[src/rtl/fir_output_buffer.sv]
// Output stage for the FIR filter: rounds and saturates each captured sample to OUT_WIDTH
// and buffers it in a first-word-fall-through FIFO presented on a valid/ready stream.
module fir_output_buffer #(
    parameter int DATA_WIDTH = 24,
    parameter int OUT_WIDTH  = 16,
    parameter int FIFO_DEPTH = 8
) (
    input  logic                          i_clk,
    input  logic                          i_rst,
    input  logic                          i_en,
    input  logic [DATA_WIDTH-1:0]         iv_din,
    input  logic                          i_din_valid,
    output logic                          o_ready,
    output logic [OUT_WIDTH-1:0]          ov_dout,
    output logic                          o_dout_valid,
    input  logic                          i_ready,
    output logic [$clog2(FIFO_DEPTH):0]   ov_level,
    output logic                          o_sat
);

    localparam int SH = DATA_WIDTH - OUT_WIDTH;
    localparam int PW = $clog2(FIFO_DEPTH);
    localparam int LW = PW + 1;

    typedef enum logic {
        ARMED    = 1'b0,
        WAIT_LOW = 1'b1
    } cap_state_t;

    cap_state_t state_q, state_d;

    logic [OUT_WIDTH-1:0] mem [FIFO_DEPTH];
    logic [PW-1:0]        wr_ptr_q;
    logic [PW-1:0]        rd_ptr_q;

    logic [OUT_WIDTH-1:0] conv;
    logic                 conv_sat;
    logic                 capture;
    logic                 pop;

    // Sample conversion: round half up, then clamp to the signed output range.
    generate
        if (SH == 0) begin : g_pass
            always_comb begin
                conv     = iv_din;
                conv_sat = 1'b0;
            end
        end else begin : g_round
            localparam logic [DATA_WIDTH:0] RND = (DATA_WIDTH + 1)'(1) << (SH - 1);
            logic [DATA_WIDTH:0] t;
            logic [OUT_WIDTH:0]  r;
            logic                frac_unused;

            always_comb begin
                t           = {iv_din[DATA_WIDTH-1], iv_din} + RND;
                r           = t[DATA_WIDTH:SH];
                frac_unused = ^t[SH-1:0];
                conv        = r[OUT_WIDTH-1:0];
                conv_sat    = 1'b0;
                if (r[OUT_WIDTH] != r[OUT_WIDTH-1]) begin
                    conv_sat = 1'b1;
                    conv     = r[OUT_WIDTH] ? {1'b1, {(OUT_WIDTH-1){1'b0}}}
                                            : {1'b0, {(OUT_WIDTH-1){1'b1}}};
                end
            end
        end
    endgenerate

    // Fullness uses the pre-edge level, so a full buffer never accepts alongside a pop.
    always_comb begin
        capture = i_en && (state_q == ARMED) && i_din_valid && (ov_level < LW'(FIFO_DEPTH));
        pop     = i_en && o_dout_valid && i_ready;
    end

    always_comb begin
        state_d = state_q;
        case (state_q)
            ARMED:    if (capture) state_d = WAIT_LOW;
            WAIT_LOW: if (i_en && !i_din_valid) state_d = ARMED;
            default:  state_d = ARMED;
        endcase
    end

    always_ff @(posedge i_clk or posedge i_rst) begin
        if (i_rst) begin
            state_q <= ARMED;
        end else begin
            state_q <= state_d;
        end
    end

    always_ff @(posedge i_clk) begin
        if (capture) begin
            mem[wr_ptr_q] <= conv;
        end
    end

    always_ff @(posedge i_clk or posedge i_rst) begin
        if (i_rst) begin
            wr_ptr_q     <= '0;
            rd_ptr_q     <= '0;
            ov_level     <= '0;
            ov_dout      <= '0;
            o_dout_valid <= 1'b0;
            o_ready      <= 1'b0;
            o_sat        <= 1'b0;
        end else if (!i_en) begin
            o_ready <= 1'b0;
            o_sat   <= 1'b0;
        end else begin
            o_ready <= capture;
            o_sat   <= capture && conv_sat;

            if (capture) begin
                wr_ptr_q <= wr_ptr_q + PW'(1);
            end

            case ({capture, pop})
                2'b10:   ov_level <= ov_level + LW'(1);
                2'b01:   ov_level <= ov_level - LW'(1);
                default: ov_level <= ov_level;
            endcase

            // Head register reloads one edge after a pop, giving a one-cycle valid gap.
            if (pop) begin
                rd_ptr_q     <= rd_ptr_q + PW'(1);
                o_dout_valid <= 1'b0;
            end else if (!o_dout_valid && (ov_level != '0)) begin
                ov_dout      <= mem[rd_ptr_q];
                o_dout_valid <= 1'b1;
            end
        end
    end

endmodule
[config.mk]
export PLATFORM = sky130hd
export DESIGN_NAME = fir_output_buffer
export DESIGN_NICKNAME = d
export VERILOG_FILES = /design/src/rtl/fir_output_buffer.sv
export SDC_FILE = /design/constraint.sdc
export NUM_CORES = 1
export LEC_CHECK = 0
export CORE_UTILIZATION = 50
export DETAILED_ROUTE_END_ITERATION = 8
export GPL_ROUTABILITY_DRIVEN = 1
export HOLD_SLACK_MARGIN = 0.08
export PLACE_DENSITY = 0.7
export SLEW_MARGIN = 5
export SYNTH_ARGS = -nofsm -noshare
export SYNTH_HDL_FRONTEND = slang
export SYNTH_SLANG_ARGS = --single-unit
[constraint.sdc]
create_clock -name i_clk -period 2.9 [get_ports i_clk]
set_input_delay 0.725 -clock i_clk [delete_from_list [all_inputs] [get_ports i_clk]]
set_output_delay 0.725 -clock i_clk [all_outputs]
set_load 0.02 [all_outputs]
==> flow_metrics.env, run 1 <==
export IMPL_status="complete, no violations"
export IMPL_setup_viol=0
export IMPL_synth_area_top_cells="edfxtp_1 (58%), dfrtp_1 (11%), mux4_2 (11%), mux2i_1 (2.6%), a21oi_1 (1.7%)"
export IMPL_root_buffer="clkbuf_16"
export IMPL_grt_usage=0.2135
export IMPL_finalHoldViolations=0
export IMPL_via_count=3820
export IMPL_synth_area_leader_cell="edfxtp_1"
export IMPL_power_leakage_uw=0.002951
export IMPL_worstSetupPathType="primary input to register"
export IMPL_start_util=0.5184
export IMPL_finalCritPeriodShare=0.8782
export IMPL_grt_max_degree=35
export IMPL_yosysMostFrequentCell="edfxtp_1"
export IMPL_grt_ovfl_total=0
export IMPL_synth_edff_count=128
export IMPL_core_area_sq_um=12720
export IMPL_max_cap_violations=0
export IMPL_clkLatencyLatePin_ps=420
export IMPL_end_kind="register"
export IMPL_ys_types=44
export IMPL_fmax_mhz=392.6
export IMPL_relSlewSlack=0.4261
export IMPL_postCtsSetupBuffers=0
export IMPL_synthTopCellsByCount="edfxtp_1 (128), mux4_2 (32), dfrtp_1 (30)"
export IMPL_syn_area_per_cell_sq_um=16.61
export IMPL_die_h_um=116.9
export IMPL_syn_nets=432
export IMPL_fin_setup_tns_ps=0
export IMPL_gp_congestion=0.9045
export IMPL_vias_per_cell=5.601
export IMPL_irDropWorstVdd_mv=0.4062
export IMPL_grt_pass1_vias=3776
export IMPL_drc=0
export IMPL_seq_area_frac_synth=0.6966
export IMPL_synth_seq_cells=158
export IMPL_cts_tree="built"
export IMPL_dr_pass1_iters=4
export IMPL_crit_fanout=8
export IMPL_rsz0062_at_grt="false"
export IMPL_cts_max_path_buffers=2
export IMPL_ios=52
export IMPL_cts_made_buffers=17
export IMPL_synth_async_reset_ratio=0.1899
export IMPL_numPortBuffers=44
export IMPL_fin_crit_ps=2547
export IMPL_p_per_area_nw_per_um2=866.6
export IMPL_post_route_util=0.6532
export IMPL_antenna_cells=0
export IMPL_hold_buffers=0
export IMPL_crit_arrival_ps=2690
export IMPL_synth_ff_type="edfxtp_1"
export IMPL_dieArea_sq_um=13650
export IMPL_ys_warn_count=0
export IMPL_nNetsFinal=532
export IMPL_drive_above_1_share=0.2529
export IMPL_synth_area_sq_um=6595
export IMPL_clk_pin_slew_worst_paths_ps=60
export IMPL_drtAntennaViolNets=0
export IMPL_syn_to_final_growth_pct=26.01
export IMPL_worst_pin_slew_ps=851.8
export IMPL_grt_pass1_wl_um=20470
export IMPL_fp_dieW_um=116.9
export IMPL_start_kind="primary input"
export IMPL_hpwlAfterDp_um=8408
export IMPL_rows=41
export IMPL_wirelength_um=13140
export IMPL_hp_class="register to register"
export IMPL_cts_sinks=158
export IMPL_cts_htree_levels=4
export IMPL_timing_final_max_slew_violations=0
export IMPL_synth_top_cell_area_share=0.5828
export IMPL_antenna_found_initial=0
export IMPL_drtIter0Drc=241
export IMPL_worstPathRequired_ps=3040
export IMPL_fillers=940
export IMPL_wl_per_cell_um=19.27
export IMPL_syn_inst=397
export IMPL_cts_resized=0
export IMPL_finClkSkew_ps=6.594
-- cells by family after synthesis --
group                    count (synthesis)  share of synthesized area
AO/OA/AOI/OAI                           45                    0.04136
buffers and inverters                   27                    0.01651
AND/OR/NAND/NOR                         93                    0.07304
flip-flops                             158                     0.6966
multiplexers                            51                     0.1385
XOR/XNOR                                17                    0.02258
adder cells (fa/ha/maj)                  6                    0.01138
-- area by class of cell --
cell class              count  area [sq um]  share of cell area
flip-flops and latches    158          4596              0.5530
multi-input cells         212          1906              0.2293
repair buffers            101         943.4              0.1135
clock buffers              21         460.4             0.05541
well taps                 172         215.2             0.02590
clock inverters            11         163.9             0.01972
inverters                   7         26.28            0.003162
-- worst max-delay path, stage by stage --
cell             delay [ps]
clkdlybuf4s50_1         570
nand3_1                 150
or3_1                   440
o311a_1                 370
nor2_1                  430
-- worst paths after layout --
path / startpoint / slack (ps) / depth (start not counted) / end
worst max-delay path: iv_din[20] / 350 / 5 / mem[1][4]
worst min-delay path: ov_dout[13] / 520 / 2 / ov_dout[13]
worst max register to register: ov_level[3] / 880 / 9 / ov_level[2]
worst min register to register: ov_dout[13] / 520 / 2 / ov_dout[13]
max in group asynchronous: i_rst / 1560 / 3 / rd_ptr_q[1]
min in group asynchronous: i_rst / 730 / 2 / ov_dout[5]
-- metrics by stage --
stage	total power [uW]	instances	area, sq um	hold WS, ps	worst slack (ps)
after floorplan	4247	397	6605	478.6	248.9
after CTS	7281	682	8310	527.5	377.4
after detailed placement	4946	650	7686	515.3	-59.64
after global routing	7536	682	8310	545.9	175.6
after global placement	4909	650	7686	504.5	-17.52
final	7202	682	8310	522.5	353.1
-- cell usage in the layout, fill, tap and decap left out, drive strengths merged, types with 3 or more instances in the layout --
cell type,instances
edfxtp,128
buf,57
clkdlybuf4s50,44
mux4,32
dfrtp,30
nor2,27
nand2,25
a21oi,23
clkbuf,21
mux2i,17
xnor2,10
o21ai,8
inv,8
xor2,7
nand3,7
ha,6
nor4,6
nor3,6
nand2b,5
nand4,5
clkinv,4
bufinv,4
o31ai,3
-- routing by layer --
metal	track usage	vias up	share of wire
li1	-	1750	-
met1	0.2776	1929	0.41
met2	0.3491	126	0.50
met3	0.05149	15	0.066
met4	0.08692	0	0.020
met5	0	-	0
-- registers in the layout (all words and copies together) (netlist names) --
signal / count
o_ready: 1
ov_dout: 16
state_q: 1
o_sat: 1
ov_level: 4
wr_ptr_q: 3
rd_ptr_q: 3
mem: 128
o_dout_valid: 1
-- power by group --
| part | leakage (uW) | internal, uW | switching [uW] | total (uW) |
|---|---|---|---|---|
| Clock | 0.000303 | 1480 | 824 | 2310 |
| Combinational | 0.00115 | 1030 | 948 | 1980 |
| Sequential | 0.00150 | 2700 | 217 | 2920 |
| Total | 0.00295 | 5210 | 1990 | 7200 |
(Power assumes the default switching activity.)
==> run 2, diff against run 1 <==
Settings changed: PLACE_DENSITY 0.7 to not set, PLACE_DENSITY_LB_ADDON set to 0.25.
==> run 2 against run 1 <==
Against the previous run: count of clock-buffer cells in the layout down 2; worst hold slack worse by 0.73 ps; final area down 1.1%; clock skew grew 3.8 ps; critical path depth rose by 1; critical path type unchanged; highest routed layer unchanged; combinational power shrank 3%.
==> flow_metrics.env, run 2 (synthesis results as in run 1) <==
export IMPL_finalHoldViolations=0
export IMPL_largestRegisters="mem: 128 flops, ov_dout: 16 flops, ov_level: 4 flops"
export IMPL_cts_max_path_buffers=2
export IMPL_post_route_util=0.6462
export IMPL_worst_pin_slew_ps=839.7
export IMPL_ios=52
export IMPL_power_leakage_uw=0.002895
export IMPL_setup_viol=0
export IMPL_postCtsSetupBuffers=0
export IMPL_final_cell_mix="edfxtp_1 (128), buf_4 (45), clkdlybuf4s50_1 (44), mux4_2 (32), dfrtp_1 (29)"
export IMPL_worstSetupPathType="primary input to register"
export IMPL_status="complete, no violations"
export IMPL_antenna_found_initial=0
export IMPL_fmax_mhz=381.2
export IMPL_start_util=0.5184
export IMPL_cts_tree="built"
export IMPL_grt_ovfl_total=0
export IMPL_finalCritPeriodShare=0.9046
export IMPL_hp_class="register to register"
export IMPL_start_kind="primary input"
export IMPL_fin_crit_ps=2623
export IMPL_drive_above_1_share=0.2455
export IMPL_antenna_cells=0
export IMPL_fin_setup_tns_ps=0
export IMPL_root_buffer="clkbuf_16"
export IMPL_grt_pass1_vias=3869
export IMPL_grt_max_degree=31
export IMPL_wirelength_um=12930
export IMPL_hold_buffers=0
export IMPL_die_h_um=116.9
export IMPL_grt_pass1_wl_um=20650
export IMPL_grt_use_met1=0.2692
export IMPL_cts_made_buffers=17
export IMPL_crit_arrival_ps=2740
export IMPL_max_cap_violations=0
export IMPL_drc=0
export IMPL_finClkSkew_ps=10.36
export IMPL_clk_pin_slew_worst_paths_ps=60
export IMPL_final_common_cell="edfxtp_1"
export IMPL_cts_htree_levels=4
export IMPL_dr_pass1_iters=4
export IMPL_relSlewSlack=0.4402
export IMPL_use_met3=0.05304
export IMPL_rows=41
export IMPL_fp_dieW_um=116.9
export IMPL_nNetsFinal=528
export IMPL_grt_usage=0.2151
export IMPL_largest_register_ffs=128
export IMPL_crit_fanout=8
export IMPL_timing_final_max_slew_violations=0
export IMPL_top_register="mem"
export IMPL_core_area_sq_um=12720
export IMPL_wl_per_cell_um=19.10
export IMPL_worstPathRequired_ps=3020
export IMPL_syn_to_final_growth_pct=24.66
export IMPL_cts_resized=0
export IMPL_busiest_layer="met2"
export IMPL_cts_sinks=158
export IMPL_vias_per_cell=5.479
export IMPL_end_kind="register"
export IMPL_rsz0062_at_grt="false"
export IMPL_via_count=3709
export IMPL_clkLatencyLatePin_ps=420
export IMPL_gp_congestion=0.8847
export IMPL_numPortBuffers=44
export IMPL_p_per_area_nw_per_um2=845.7
export IMPL_fillers=940
export IMPL_dieArea_sq_um=13650
export IMPL_hpwlAfterDp_um=8712
export IMPL_drtIter0Drc=244
export IMPL_grtUsageMet2=0.3629
export IMPL_drtAntennaViolNets=0
export IMPL_irDropWorstVdd_mv=0.4132
[run 2: changes by cell type in the layout (fill, tap and decap cells not counted)]
cell        change
buf_4           -6
clkinv_2        +1
buf_12          +2
clkinvlp_4      +2
clkbuf_8        -1
bufinv_16       -3
clkinv_1        +1
clkbuf_1        -1
[run 2: cell type report]
class	instances	area (sq um)	area share
inverter	7	26.28	0.003196
tap	172	215.2	0.02618
sequential	158	4596	0.5590
timing repair buffer	97	938.4	0.1141
clock inverter	12	97.59	0.01187
clock buffer	19	442.9	0.05387
multi-input combinational	212	1906	0.2318
[run 2: final timing paths]
path	startpoint	endpoint	slack [ps]	depth (start not counted)
worst max-delay path	iv_din[7]	mem[6][14]	280	6
worst min-delay path	ov_dout[11]	ov_dout[11]	520	2
worst max register to register	ov_level[3]	ov_level[2]	760	9
worst min register to register	ov_dout[11]	ov_dout[11]	520	2
max in group asynchronous	i_rst	rd_ptr_q[0]	1880	3
min in group asynchronous	i_rst	ov_dout[15]	690	3
[run 2: routing by layer]
| layer | share of wire | wire [um] |
|---|---|---|
| met3 | 0.063 | 814 |
| met1 | 0.40 | 5202 |
| met2 | 0.52 | 6726 |
| met4 | 0.015 | 188 |
| met5 | 0 | 0 |
[run 2: through the flow]
stage | instances | area, sq um | hold slack [ps] | total power (uW) | worst slack (ps)
after detailed placement | 646 | 7681 | 511.3 | 4990 | -130.0
after global routing | 677 | 8222 | 541.7 | 7297 | 134.6
final | 677 | 8222 | 521.7 | 6953 | 276.8
after CTS | 677 | 8222 | 525.1 | 7022 | 307.4
after floorplan | 397 | 6605 | 478.6 | 4247 | 248.9
after global placement | 646 | 7681 | 499.4 | 4936 | -46.58
[run 2: critical path: stages]
cell and delay [ps]:
clkdlybuf4s50_1 490, ha_1 180, nand4_1 200, nor4_1 450, nor4b_1 100, nor3_1 590
[run 2: report_power, final]
group | internal [uW] | switching, uW
clock | 1190 | 851
combinational | 1060 | 863
sequential | 2700 | 296
total | 4940 | 2010
==> run 3, diff against run 2 <==
Settings changed: CORE_UTILIZATION 50 to 40.
Clock period 2.9 ns to 3.02 ns, I/O delays scaled along.
==> run 3 against run 2 <==
Against the previous run: power rose by 0.39%; worst hold slack improved by 3.3 ps; count of clock-buffer cells in the layout rose by 2; via count fell by 2.3%; first-iteration DRC count rose by 9.8%; sequential share of layout area fell by 0.49 points; non-clock buffer count fell by 12; clock power rose by 13%; critical path depth did not move; sequential power fell by 6.7%; final cell count rose by 4.9%.
==> flow_metrics.env, run 3 (synthesis results as in run 1) <==
export IMPL_gp_congestion=0.7583
export IMPL_grt_usage=0.1693
export IMPL_antenna_found_initial=0
export IMPL_timing_final_max_slew_violations=0
export IMPL_crit_fanout=8
export IMPL_ios=52
export IMPL_irDropWorstVdd_mv=0.4253
export IMPL_finalHoldViolations=0
export IMPL_cts_resized=0
export IMPL_postCtsSetupBuffers=0
export IMPL_nNetsFinal=516
export IMPL_timing_rr_start="ov_level[3]"
export IMPL_largestRegisters="mem: 128 flops, ov_dout: 16 flops, ov_level: 4 flops"
export IMPL_worst_pin_slew_ps=909.6
export IMPL_reg2reg_setup_slack_ps=910
export IMPL_numPortBuffers=44
export IMPL_grt_use_met1=0.2220
export IMPL_power_leakage_uw=0.002884
export IMPL_grt_max_degree=35
export IMPL_hpwlAfterDp_um=8009
export IMPL_rsz0062_at_grt="false"
export IMPL_cts_tree="built"
export IMPL_cts_sinks=158
export IMPL_die_h_um=130.4
export IMPL_antenna_cells=0
export IMPL_wl_per_cell_um=17.91
export IMPL_fin_setup_tns_ps=0
export IMPL_setup_viol=0
export IMPL_vias_per_cell=5.101
export IMPL_hold_buffers=0
export IMPL_worstSetupPathType="primary input to register"
export IMPL_critPathCapture="mem[1][12]"
export IMPL_fp_dieW_um=130.4
export IMPL_start_util=0.4122
export IMPL_finClkSkew_ps=9.669
export IMPL_grt_ovfl_total=0
export IMPL_via_count=3622
export IMPL_largest_register_ffs=128
export IMPL_drtIter0Drc=268
export IMPL_cts_htree_levels=4
export IMPL_clk_pin_slew_worst_paths_ps=60
export IMPL_finalCritPeriodShare=0.8540
export IMPL_final_cell_mix="edfxtp_1 (128), clkdlybuf4s50_1 (44), buf_4 (33), mux4_2 (32), dfrtp_1 (29)"
export IMPL_fmax_mhz=387.7
export IMPL_max_cap_violations=0
export IMPL_fin_total_pwr_uw=6980
export IMPL_relSlewSlack=0.3872
export IMPL_core_area_sq_um=16000
export IMPL_use_met3=0.03990
export IMPL_syn_to_final_growth_pct=25.76
export IMPL_drc=0
export IMPL_end_kind="register"
export IMPL_cts_made_buffers=17
export IMPL_drive_above_1_share=0.2267
export IMPL_status="complete, no violations"
export IMPL_ff2ff_path_depth=9
export IMPL_fillers=1312
export IMPL_fin_crit_ps=2579
export IMPL_clkLatencyLatePin_ps=430
export IMPL_timing_rr_end="ov_level[2]"
export IMPL_dieArea_sq_um=17010
export IMPL_drtAntennaViolNets=0
export IMPL_busiest_layer="met2"
export IMPL_cts_max_path_buffers=2
export IMPL_top_register="mem"
export IMPL_rows=46
export IMPL_crit_arrival_ps=2690
export IMPL_final_common_cell="edfxtp_1"
export IMPL_wirelength_um=12720
export IMPL_hp_class="register to register"
export IMPL_dr_pass1_iters=4
export IMPL_root_buffer="clkbuf_16"
export IMPL_p_per_area_nw_per_um2=841.6
export IMPL_grt_pass1_vias=3729
export IMPL_post_route_util=0.5184
export IMPL_worstPathRequired_ps=3130
export IMPL_worstSetupStartpoint="iv_din[17]"
export IMPL_grtUsageMet2=0.2707
export IMPL_start_kind="primary input"
export IMPL_grt_pass1_wl_um=20180
## run 3: report_power, final
part / switching [uW] / internal [uW] / leakage, uW
logic: 896 / 981 / 0.00108
clock network: 807 / 1500 / 0.000311
registers: 200 / 2590 / 0.00150
## run 3: worst max-delay path, stage by stage
cell and delay, ps:
clkdlybuf4s50_1 550, nand4_4 130, nor4_2 310, buf_4 180
mux2i_1 80, o21ai_0 680
## run 3: layout make-up
cell class / instances / area [sq um] / area share
inverter: 7 / 26.28 / 0.003168
sequential: 158 / 4596 / 0.5541
multi-input combinational: 212 / 1906 / 0.2297
clock buffer: 21 / 460.4 / 0.05551
clock inverter: 11 / 187.7 / 0.02263
tap: 216 / 270.3 / 0.03258
timing repair buffer: 85 / 848.3 / 0.1023
## run 3: layer usage
metal	up-vias	wire length [um]	share of wire
met5	-	0	0
met4	0	176	0.014
met3	12	652	0.051
met2	90	6038	0.47
met1	1799	5848	0.46
li1	1721	-	-
## run 3: how the worst min path moves through the flow
stage,from,to,slack (ps),cells after the start
6_report,ov_dout[7],ov_dout[7],530,2
3_3_place_gp,wr_ptr_q[0],wr_ptr_q[0],500,1
5_1_grt,wr_ptr_q[0],wr_ptr_q[0],550,1
2_1_floorplan,state_q,o_ready,480,1
4_1_cts,wr_ptr_q[0],wr_ptr_q[0],530,1
3_5_place_dp,wr_ptr_q[0],wr_ptr_q[0],510,1
## run 3: per-stage QoR
step           instance area (sq um)  setup slack [ps]  hold WS, ps  std cells
2_1_floorplan                   6605             338.9        478.6        397
3_3_place_gp                    7646             129.0        504.0        678
3_5_place_dp                    7646             34.56        514.6        678
4_1_cts                         8294             484.2        525.3        710
5_1_grt                         8294             245.0        546.3        710
6_report                        8294             440.9        525.0        710
